--- src/rtl/cla_pkg.sv ---
// Shared encodings and constants for the pipelined carry-lookahead adder/subtractor.
package cla_pkg;

    localparam logic OP_ADD  = 1'b0;
    localparam logic OP_SUB  = 1'b1;
    localparam int   CLA_GRP = 4;

    // Subtraction is A + ~B + 1, so the op bit doubles as the initial carry.
    function automatic logic carry_in(input logic op);
        return (op == OP_SUB);
    endfunction

endpackage

--- src/rtl/cla_grp4.sv ---
// 4-bit carry-lookahead group: local sums plus group generate/propagate for the next level.
module cla_grp4
    import cla_pkg::*;
(
    input  logic [CLA_GRP-1:0] a,
    input  logic [CLA_GRP-1:0] b,
    input  logic               cin,
    output logic [CLA_GRP-1:0] sum,
    output logic               g,
    output logic               p
);

    logic [CLA_GRP-1:0] gi;
    logic [CLA_GRP-1:0] pi;
    logic [CLA_GRP-1:0] c;

    assign gi = a & b;
    assign pi = a ^ b;

    assign c[0] = cin;
    assign c[1] = gi[0] | (pi[0] & cin);
    assign c[2] = gi[1] | (pi[1] & gi[0]) | (pi[1] & pi[0] & cin);
    assign c[3] = gi[2] | (pi[2] & gi[1]) | (pi[2] & pi[1] & gi[0])
                | (pi[2] & pi[1] & pi[0] & cin);

    assign sum = pi ^ c;

    // G and P never depend on cin, so the segment lookahead above this group stays flat.
    assign g = gi[3] | (pi[3] & gi[2]) | (pi[3] & pi[2] & gi[1])
             | (pi[3] & pi[2] & pi[1] & gi[0]);
    assign p = &pi;

endmodule

--- src/rtl/cla_pipe_addsub.sv ---
// Pipelined carry-lookahead add/sub: each stage resolves one WIDTH/STAGES segment and
// hands its carry, low sum bits and the remaining operand slices to the next stage.
module cla_pipe_addsub
    import cla_pkg::*;
#(
    parameter int WIDTH  = 16,
    parameter int STAGES = 2
) (
    input  logic             clk,
    input  logic             rst_n,
    input  logic             in_valid,
    output logic             in_ready,
    input  logic [WIDTH-1:0] in_a,
    input  logic [WIDTH-1:0] in_b,
    input  logic             in_op,
    output logic             out_valid,
    input  logic             out_ready,
    output logic [WIDTH-1:0] out_sum,
    output logic             out_cout,
    output logic             out_ovf,
    output logic             out_zero
);

    localparam int SEG = WIDTH / STAGES;
    localparam int GPS = SEG / CLA_GRP;

    logic [STAGES-1:0] vld_p;
    logic [STAGES-1:0] adv;

    // Inputs seen by stage k: the ports for stage 0, the stage k-1 registers otherwise.
    logic [WIDTH-1:0] src_a   [STAGES];
    logic [WIDTH-1:0] src_b   [STAGES];
    logic [WIDTH-1:0] src_sum [STAGES];
    logic             src_op  [STAGES];
    logic             src_cin [STAGES];
    logic             src_vld [STAGES];

    logic [WIDTH-1:0] a_p   [STAGES];
    logic [WIDTH-1:0] b_p   [STAGES];
    logic [WIDTH-1:0] sum_p [STAGES];
    logic             op_p  [STAGES];
    logic             cy_p  [STAGES];

    logic [WIDTH-1:0] sum_q;
    logic             cout_q;
    logic             ovf_q;
    logic             zero_q;

    assign src_a[0]   = in_a;
    assign src_b[0]   = in_b;
    assign src_sum[0] = '0;
    assign src_op[0]  = in_op;
    assign src_cin[0] = carry_in(in_op);
    assign src_vld[0] = in_valid;

    for (genvar k = 0; k < STAGES; k++) begin : g_stage
        localparam int LO = k * SEG;

        logic [SEG-1:0]   seg_a;
        logic [SEG-1:0]   seg_b;
        logic [SEG-1:0]   seg_sum;
        logic [GPS-1:0]   grp_g;
        logic [GPS-1:0]   grp_p;
        logic [GPS:0]     grp_c;
        logic [WIDTH-1:0] nxt_sum;

        // A stage may load when it is empty or everything downstream of it can drain.
        assign adv[k] = out_ready | ~(&vld_p[STAGES-1:k]);

        assign seg_a = src_a[k][LO +: SEG];
        assign seg_b = (src_op[k] == OP_ADD) ? src_b[k][LO +: SEG] : ~src_b[k][LO +: SEG];

        // Each group carry is a flat sum of products over the group G/P terms.
        always_comb begin
            logic acc;
            logic term;
            acc  = 1'b0;
            term = 1'b0;
            for (int j = 0; j <= GPS; j++) begin
                acc = src_cin[k];
                for (int i = 0; i < j; i++) acc = acc & grp_p[i];
                for (int i = 0; i < j; i++) begin
                    term = grp_g[i];
                    for (int m = i + 1; m < j; m++) term = term & grp_p[m];
                    acc = acc | term;
                end
                grp_c[j] = acc;
            end
        end

        for (genvar j = 0; j < GPS; j++) begin : g_grp
            cla_grp4 u_grp (
                .a   (seg_a[j*CLA_GRP +: CLA_GRP]),
                .b   (seg_b[j*CLA_GRP +: CLA_GRP]),
                .cin (grp_c[j]),
                .sum (seg_sum[j*CLA_GRP +: CLA_GRP]),
                .g   (grp_g[j]),
                .p   (grp_p[j])
            );
        end

        always_comb begin
            nxt_sum            = src_sum[k];
            nxt_sum[LO +: SEG] = seg_sum;
        end

        always_ff @(posedge clk or negedge rst_n) begin
            if (!rst_n) begin
                vld_p[k] <= 1'b0;
            end else if (adv[k]) begin
                vld_p[k] <= src_vld[k];
            end
        end

        if (k < STAGES - 1) begin : g_mid
            // ---- stage k -> stage k+1 boundary ----
            always_ff @(posedge clk) begin
                if (adv[k] && src_vld[k]) begin
                    a_p[k]   <= src_a[k];
                    b_p[k]   <= src_b[k];
                    op_p[k]  <= src_op[k];
                    cy_p[k]  <= grp_c[GPS];
                    sum_p[k] <= nxt_sum;
                end
            end

            assign src_a[k+1]   = a_p[k];
            assign src_b[k+1]   = b_p[k];
            assign src_sum[k+1] = sum_p[k];
            assign src_op[k+1]  = op_p[k];
            assign src_cin[k+1] = cy_p[k];
            assign src_vld[k+1] = vld_p[k];
        end else begin : g_last
            logic msb_cin;

            // Carry into the MSB recovered from that bit's sum and operands.
            assign msb_cin = seg_sum[SEG-1] ^ seg_a[SEG-1] ^ seg_b[SEG-1];

            // ---- last stage -> output register boundary ----
            always_ff @(posedge clk or negedge rst_n) begin
                if (!rst_n) begin
                    sum_q  <= '0;
                    cout_q <= 1'b0;
                    ovf_q  <= 1'b0;
                    zero_q <= 1'b0;
                end else if (adv[k] && src_vld[k]) begin
                    sum_q  <= nxt_sum;
                    cout_q <= grp_c[GPS];
                    ovf_q  <= msb_cin ^ grp_c[GPS];
                    zero_q <= ~|nxt_sum;
                end
            end
        end
    end

    assign in_ready  = adv[0];
    assign out_valid = vld_p[STAGES-1];
    assign out_sum   = sum_q;
    assign out_cout  = cout_q;
    assign out_ovf   = ovf_q;
    assign out_zero  = zero_q;

endmodule

--- config.mk ---
export PLATFORM = sky130hd
export DESIGN_NAME = cla_pipe_addsub
export DESIGN_NICKNAME = d
export VERILOG_FILES = /design/src/rtl/cla_pkg.sv /design/src/rtl/cla_grp4.sv /design/src/rtl/cla_pipe_addsub.sv
export SDC_FILE = /design/constraint.sdc
export NUM_CORES = 1
export LEC_CHECK = 0
export ABC_AREA = 1
export CORE_MARGIN = 8
export CORE_UTILIZATION = 35
export CTS_CLUSTER_DIAMETER = 60
export CTS_CLUSTER_SIZE = 16
export DETAILED_ROUTE_END_ITERATION = 8
export PLACE_DENSITY = 0.56
export SLEW_MARGIN = 20
export SYNTH_ARGS = -nofsm -noshare
export SYNTH_HDL_FRONTEND = slang
export SYNTH_SLANG_ARGS = --single-unit
--- constraint.sdc ---
create_clock -name clk -period 3.1 [get_ports clk]
set_input_delay 0.62 -clock clk [delete_from_list [all_inputs] [get_ports clk]]
set_output_delay 0.62 -clock clk [all_outputs]
set_load 0.02 [all_outputs]
==> impl_metrics.env, run 1 <==
export IMPL_ios=58
export IMPL_fmax_mhz=381
export IMPL_fin_nets=391
export IMPL_cts_hold_buf=0
export IMPL_ir_worst_vdd_uv=186
export IMPL_power_switching_mw=0.610
export IMPL_antennaDiodeCount=0
export IMPL_post_cts_resized=0
export IMPL_dieArea_um2=10500
export IMPL_synth_most_common_cell="nand2_1"
export IMPL_cp_end_kind="flop"
export IMPL_synth_cell_area_um2=2620
export IMPL_cts_setup_buffers=0
export IMPL_synthFlopType="edfxtp_1"
export IMPL_drv_slew=0
export IMPL_grt_overflow=0
export IMPL_cts_tree="yes"
export IMPL_wirelength_mm=5.19
export IMPL_setup_violations=0
export IMPL_rows=31
export IMPL_syn_inst=271
export IMPL_grt_pass1_vias=1955
export IMPL_synth_area_top_cells="edfxtp_1 (30%), dfrtp_1 (20%), nand2_1 (11%)"
export IMPL_crit_fanout=8
export IMPL_place_area_um2=3320
export IMPL_post_route_period_util_pct=84.6
export IMPL_routedWlPerCell_um=11.9
export IMPL_grt_max_degree=27
export IMPL_p_int_mw=1.32
export IMPL_crit_type="primary input to flop"
export IMPL_numCtsBuffers=5
export IMPL_r2r_end="out_zero$_DFFE_PN0P_"
export IMPL_cts_root_buffer="clkbuf_8"
export IMPL_cp_arrival_ps=2680
export IMPL_clkPwrFrac_pct=24.1
export IMPL_powerDensity_nw_per_um2=561
export IMPL_die_y_um=103
export IMPL_stdcell_area_um2=3440
export IMPL_cts_clk_slew_worst_paths_ps=90
export IMPL_num_vias=1891
export IMPL_ff2ff_path_depth=14
export IMPL_port_buffers=57
export IMPL_cp_required_ps=3160
export IMPL_p_seq_share_pct=42.7
export IMPL_synthToLayoutAreaGrowth_pct=31.2
export IMPL_drc=0
export IMPL_cts_sinks=47
export IMPL_core_um2=7250
export IMPL_drt_iter0_markers=81
export IMPL_grt_setup_unrepaired="false"
export IMPL_status="complete, no violations"
export IMPL_fp_dieW_um=103
export IMPL_synthDistinctLibCells=30
export IMPL_pre_cts_ws_ps=130
export IMPL_track_usage_pct=10.7
export IMPL_multiInputGateArea_um2=1160
export IMPL_avgSynthCellArea_um2=9.68
export IMPL_critPathLaunchType="primary input"
export IMPL_dp_final_hpwl_mm=4.07
export IMPL_hp_class="flop to flop"
export IMPL_final_util_pct=47.5
export IMPL_async_flop_share_pct=44.7
export IMPL_start_util_pct=36.2
export IMPL_max_cap_viol_count=0
export IMPL_setup_tns_ps=0
export IMPL_whs_path_depth=2
export IMPL_r2r_start="op_p[0]$_DFFE_PP_"
export IMPL_nFillCells=721
export IMPL_ys_ff_latch=47
export IMPL_seq_area_frac_synth_pct=49.8
export IMPL_min_from="out_sum[13]$_DFFE_PN0P_"
export IMPL_cts_buffer_depth=2
export IMPL_tightestPinTransition_ps=407
export IMPL_grt_pass1_wl_mm=8.78
export IMPL_ant_nets=0
export IMPL_routabilityCongestion=0.756
export IMPL_register_area_um2=1310
export IMPL_combPwrFrac_pct=33.2
export IMPL_setup_slack_ps=478
export IMPL_ys_warn_count=0
export IMPL_dr_pass1_iters=4
export IMPL_antenna_found_initial=0
export IMPL_rrSetupSlack_ps=480
export IMPL_synth_nets=327
export IMPL_slew_headroom_pct=72.8
export IMPL_synth_edf_count=26
export IMPL_p_sw_share_pct=31.6
export IMPL_htreeDepth=2
export IMPL_yosys_area_top_type_share_pct=29.8
export IMPL_final_layout_size_suffix_gt1_share_pct=9.82
export IMPL_hold_end="out_sum[13]$_DFFE_PN0P_"
export IMPL_hold_viol_final=0
export IMPL_clock_latency_ps=300
export IMPL_viasPerCell=4.35
export IMPL_synth_largest_area_cell="edfxtp_1"
export IMPL_fin_crit_ps=2620
export IMPL_synth_cells_most_frequent="nand2_1 (78), edfxtp_1 (26), inv_1 (25), dfrtp_1 (21), xor2_1 (18)"
export IMPL_p_leak_nw=1.56
export IMPL_final_setup_skew_ps=4.74
-- power by group through the flow --
stage                     combinational [mW]  clock, mW  sequential, mW
after floorplan                        0.314          0           0.909
final                                  0.642      0.465           0.825
after global placement                 0.648          0           0.841
after global routing                   0.719      0.510           0.839
after detailed placement               0.652          0           0.842
after CTS                              0.656      0.486           0.828
-- worst max-delay path, stage by stage --
cell and delay (ps):
clkdlybuf4s50_1 560, xor2_1 230, ha_1 340, nand2_1 80, inv_2 60, nand3_1 60
nand4_1 130, inv_1 70, fa_1 400, xnor2_1 130
-- cells by family (layout without fill, tap and decap cells) --
kind of cell	Yosys count	count (layout)	share of synthesized area (%)
fa+ha+maj	19	19	9.92
flops	47	47	49.8
xor+xnor	23	23	7.68
buf+inv	36	101	5.96
simple gates	125	125	21.6
mux	1	1	0.429
compound gates	20	20	4.58
-- per-layer routing --
| metal | part of all wire, % | global-route usage, % | up-vias |
|---|---|---|---|
| li1 | - | - | 1001 |
| met1 | 45 | 12.9 | 838 |
| met2 | 45 | 16.8 | 48 |
| met3 | 7.7 | 4.05 | 4 |
| met4 | 1.5 | 4.40 | 0 |
| met5 | 0 | 0 | - |
-- per-stage QoR --
stage,power [mW],std cells,hold WS [ps]
2_1_floorplan,1.22,271,324
3_3_place_gp,1.49,427,454
3_5_place_dp,1.49,427,462
4_1_cts,1.97,435,484
5_1_grt,2.07,435,507
6_report,1.93,435,476
-- cells in the final DEF (no fill, tap or decap), types with 3 or more instances in the layout --
cell             synthesis  final
buf_4                    0      5
dfrtp_1                 21     21
nand3_1                 14     14
inv_1                   25     25
o21ai_1                  6      6
a21oi_1                  7      7
nand4_1                  5      5
inv_2                    5      5
clkdlybuf4s50_1          0     57
fa_1                     3      3
ha_1                    16     16
nor2_1                  14     13
edfxtp_1                26     26
xnor2_1                  5      5
xor2_1                  18     18
nand2_2                  4      4
nand2_1                 78     78
nand3_2                  3      3
clkbuf_8                 0      5
-- sequential cells by signal, indices dropped and copies added (netlist names) --
| register | cells |
|---|---|
| op_p | 1 |
| src_vld | 1 |
| sum_p | 8 |
| out_valid | 1 |
| out_cout | 1 |
| out_ovf | 1 |
| a_p | 8 |
| out_sum | 16 |
| b_p | 8 |
| out_zero | 1 |
| cy_p | 1 |
-- layout make-up --
class                   count  area share, %
flip-flops and latches     47           37.9
multi-input cells         188           33.8
repair buffers             62           17.7
well taps                  99           3.60
clock buffers               8           3.56
inverters                  31           3.45
-- how the worst max path moves through the flow --
stage / end / cells past startpoint / startpoint / slack (ps)
after floorplan: sum_p[0][5]$_DFFE_PP_ / 10 / in_op / 680
after global placement: sum_p[0][5]$_DFFE_PP_ / 10 / in_op / 150
after detailed placement: sum_p[0][5]$_DFFE_PP_ / 10 / in_op / 130
after CTS: out_zero$_DFFE_PN0P_ / 14 / op_p[0]$_DFFE_PP_ / 420
after global routing: out_zero$_DFFE_PN0P_ / 14 / op_p[0]$_DFFE_PP_ / 270
final: sum_p[0][5]$_DFFE_PP_ / 10 / in_op / 480
(Power assumes the default switching activity.)
==> run 2, diff against run 1 <==
clock period = 2.7 ns   (was 3.1 ns; I/O delays follow)
==> run 2 against run 1 <==
Effect of this change: clock skew up 4.7 ps; combinational power up 24%; cell count up 2.8%; power up 13%; count of clock-buffer cells in the layout down 1; hold slack better by 3.0 ps; register-to-register slack worse by 420 ps; sequential share of layout area down 0.81 points; sequential power up 15%; die area unchanged; critical path type is now flop to flop; critical endpoint is now out_zero$_DFFE_PN0P_; largest cell class unchanged; largest power group unchanged.
==> impl_metrics.env, run 2 (synthesis results as in run 1) <==
export IMPL_status="complete, no violations"
export IMPL_setup_violations=0
export IMPL_routabilityCongestion=0.772
export IMPL_dp_final_hpwl_mm=4.39
export IMPL_hold_viol_final=0
export IMPL_die_y_um=103
export IMPL_htreeDepth=2
export IMPL_final_cell_mix="nand2_1 (76), clkdlybuf4s50_1 (57), edfxtp_1 (26), inv_1 (23), dfrtp_1 (21)"
export IMPL_num_vias=1982
export IMPL_numCtsBuffers=5
export IMPL_finalPower_mw=2.19
export IMPL_antenna_found_initial=0
export IMPL_dr_pass1_iters=4
export IMPL_fp_dieW_um=103
export IMPL_post_route_period_util_pct=97.8
export IMPL_powerDensity_nw_per_um2=623
export IMPL_final_setup_skew_ps=9.42
export IMPL_cts_root_buffer="clkbuf_8"
export IMPL_final_layout_size_suffix_gt1_share_pct=14.4
export IMPL_rows=31
export IMPL_final_common_cell="nand2_1"
export IMPL_clock_latency_ps=300
export IMPL_port_buffers=57
export IMPL_cts_buffer_depth=2
export IMPL_ir_worst_vdd_uv=202
export IMPL_antennaDiodeCount=0
export IMPL_grt_pass1_wl_mm=9.06
export IMPL_crit_fanout=5
export IMPL_crit_chain="xor2_2, ha_1, nand2_1, nand2_2, nand3_2, nand2_2, inv_2, fa_1, xnor2_1, nor3_2, nand3_1, nor2_1, nand3_1, nand2_1"
export IMPL_cp_required_ps=2950
export IMPL_largest_reg_flops=16
export IMPL_rrSetupSlack_ps=60
export IMPL_ant_nets=0
export IMPL_p_leak_nw=1.60
export IMPL_ios=58
export IMPL_drt_iter0_markers=53
export IMPL_place_area_um2=3370
export IMPL_stdcell_area_um2=3520
export IMPL_cpPeakStageDelay_ps=520
export IMPL_cp_end_kind="flop"
export IMPL_fmax_mhz=379
export IMPL_wirelength_mm=5.68
export IMPL_fin_crit_ps=2640
export IMPL_core_um2=7250
export IMPL_drc=0
export IMPL_start_util_pct=36.2
export IMPL_crit_path_top_delay_cell="edfxtp_1"
export IMPL_cts_clk_slew_worst_paths_ps=90
export IMPL_routedWlPerCell_um=12.7
export IMPL_grt_setup_unrepaired="true"
export IMPL_cts_sinks=47
export IMPL_tightestPinTransition_ps=385
export IMPL_synthToLayoutAreaGrowth_pct=34.1
export IMPL_track_usage_pct=11.0
export IMPL_cp_arrival_ps=2890
export IMPL_grt_max_degree=27
export IMPL_dieArea_um2=10500
export IMPL_cts_tree="yes"
export IMPL_grt_overflow=0
export IMPL_grt_pass1_vias=2047
export IMPL_path_buf_inv=1
export IMPL_slew_headroom_pct=74.3
export IMPL_drv_slew=0
export IMPL_hp_class="flop to flop"
export IMPL_critPathLaunchType="flop"
export IMPL_cp_top_family="simple AND/OR/NAND/NOR gates"
export IMPL_fin_nets=403
export IMPL_crit_type="flop to flop"
export IMPL_max_cap_viol_count=0
export IMPL_cts_hold_buf=0
export IMPL_viasPerCell=4.43
export IMPL_setup_tns_ps=0
run 2: layout make-up:
| type | instances | area [um2] |
|---|---|---|
| Multi-Input combinational cell | 188 | 1180 |
| Inverter | 31 | 119 |
| Tap cell | 99 | 124 |
| Fill cell | 709 | 3730 |
| Timing Repair Buffer | 74 | 698 |
| Clock inverter | 1 | 8.76 |
| Sequential cell | 47 | 1310 |
| Clock buffer | 7 | 86.3 |
run 2: worst paths after layout:
kind / startpoint / end / cells after the start
min in group asynchronous: rst_n / out_ovf$_DFFE_PN0P_ / 2
worst max-delay path: op_p[0]$_DFFE_PP_ / out_zero$_DFFE_PN0P_ / 14
worst max register to register: op_p[0]$_DFFE_PP_ / out_zero$_DFFE_PN0P_ / 14
worst min register to register: out_sum[13]$_DFFE_PN0P_ / out_sum[13]$_DFFE_PN0P_ / 2
worst min-delay path: out_sum[13]$_DFFE_PN0P_ / out_sum[13]$_DFFE_PN0P_ / 2
max in group asynchronous: rst_n / out_sum[8]$_DFFE_PN0P_ / 2
run 2: repair_timing:
action,4_1_cts,5_1_grt
setup buffers,0,6
setup endpoints to repair,0,1
gates resized for setup,0,5
run 2: routing by layer:
layer  up-vias  GRT usage, %  routed length, um
met1       897          12.4               2390
met5         -             0                  0
met3         8          3.71                364
li1       1029             -                  -
met2        48          18.8               2830
met4         0          4.18                 96
run 2: through the flow:
stage / setup WS [ps] / cells / hold slack (ps) / utilization [%]
6_report: 59.5 / 447 / 479 / 48.5
5_1_grt: -82.5 / 447 / 509 / 48.5
4_1_cts: 35.4 / 441 / 485 / 47.7
3_5_place_dp: -151 / 433 / 462 / 46.4
3_3_place_gp: -87.5 / 433 / 454 / 46.4
2_1_floorplan: 335 / 271 / 244 / -
run 2: worst reg2reg max path, cell delays in order, from the launching register on:
cell	delay (ps)
edfxtp_1	520
xor2_2	200
ha_1	320
nand2_1	80
nand2_2	80
nand3_2	90
nand2_2	90
inv_2	40
fa_1	430
xnor2_1	190
nor3_2	170
nand3_1	90
nor2_1	130
nand3_1	90
nand2_1	60
run 2: report_power, final:
group          leakage [nW]  total [mW]  internal (mW)  switching, mW
clock network        0.0484       0.446          0.210          0.236
logic                  1.05       0.797          0.372          0.425
registers             0.504       0.950          0.886         0.0640
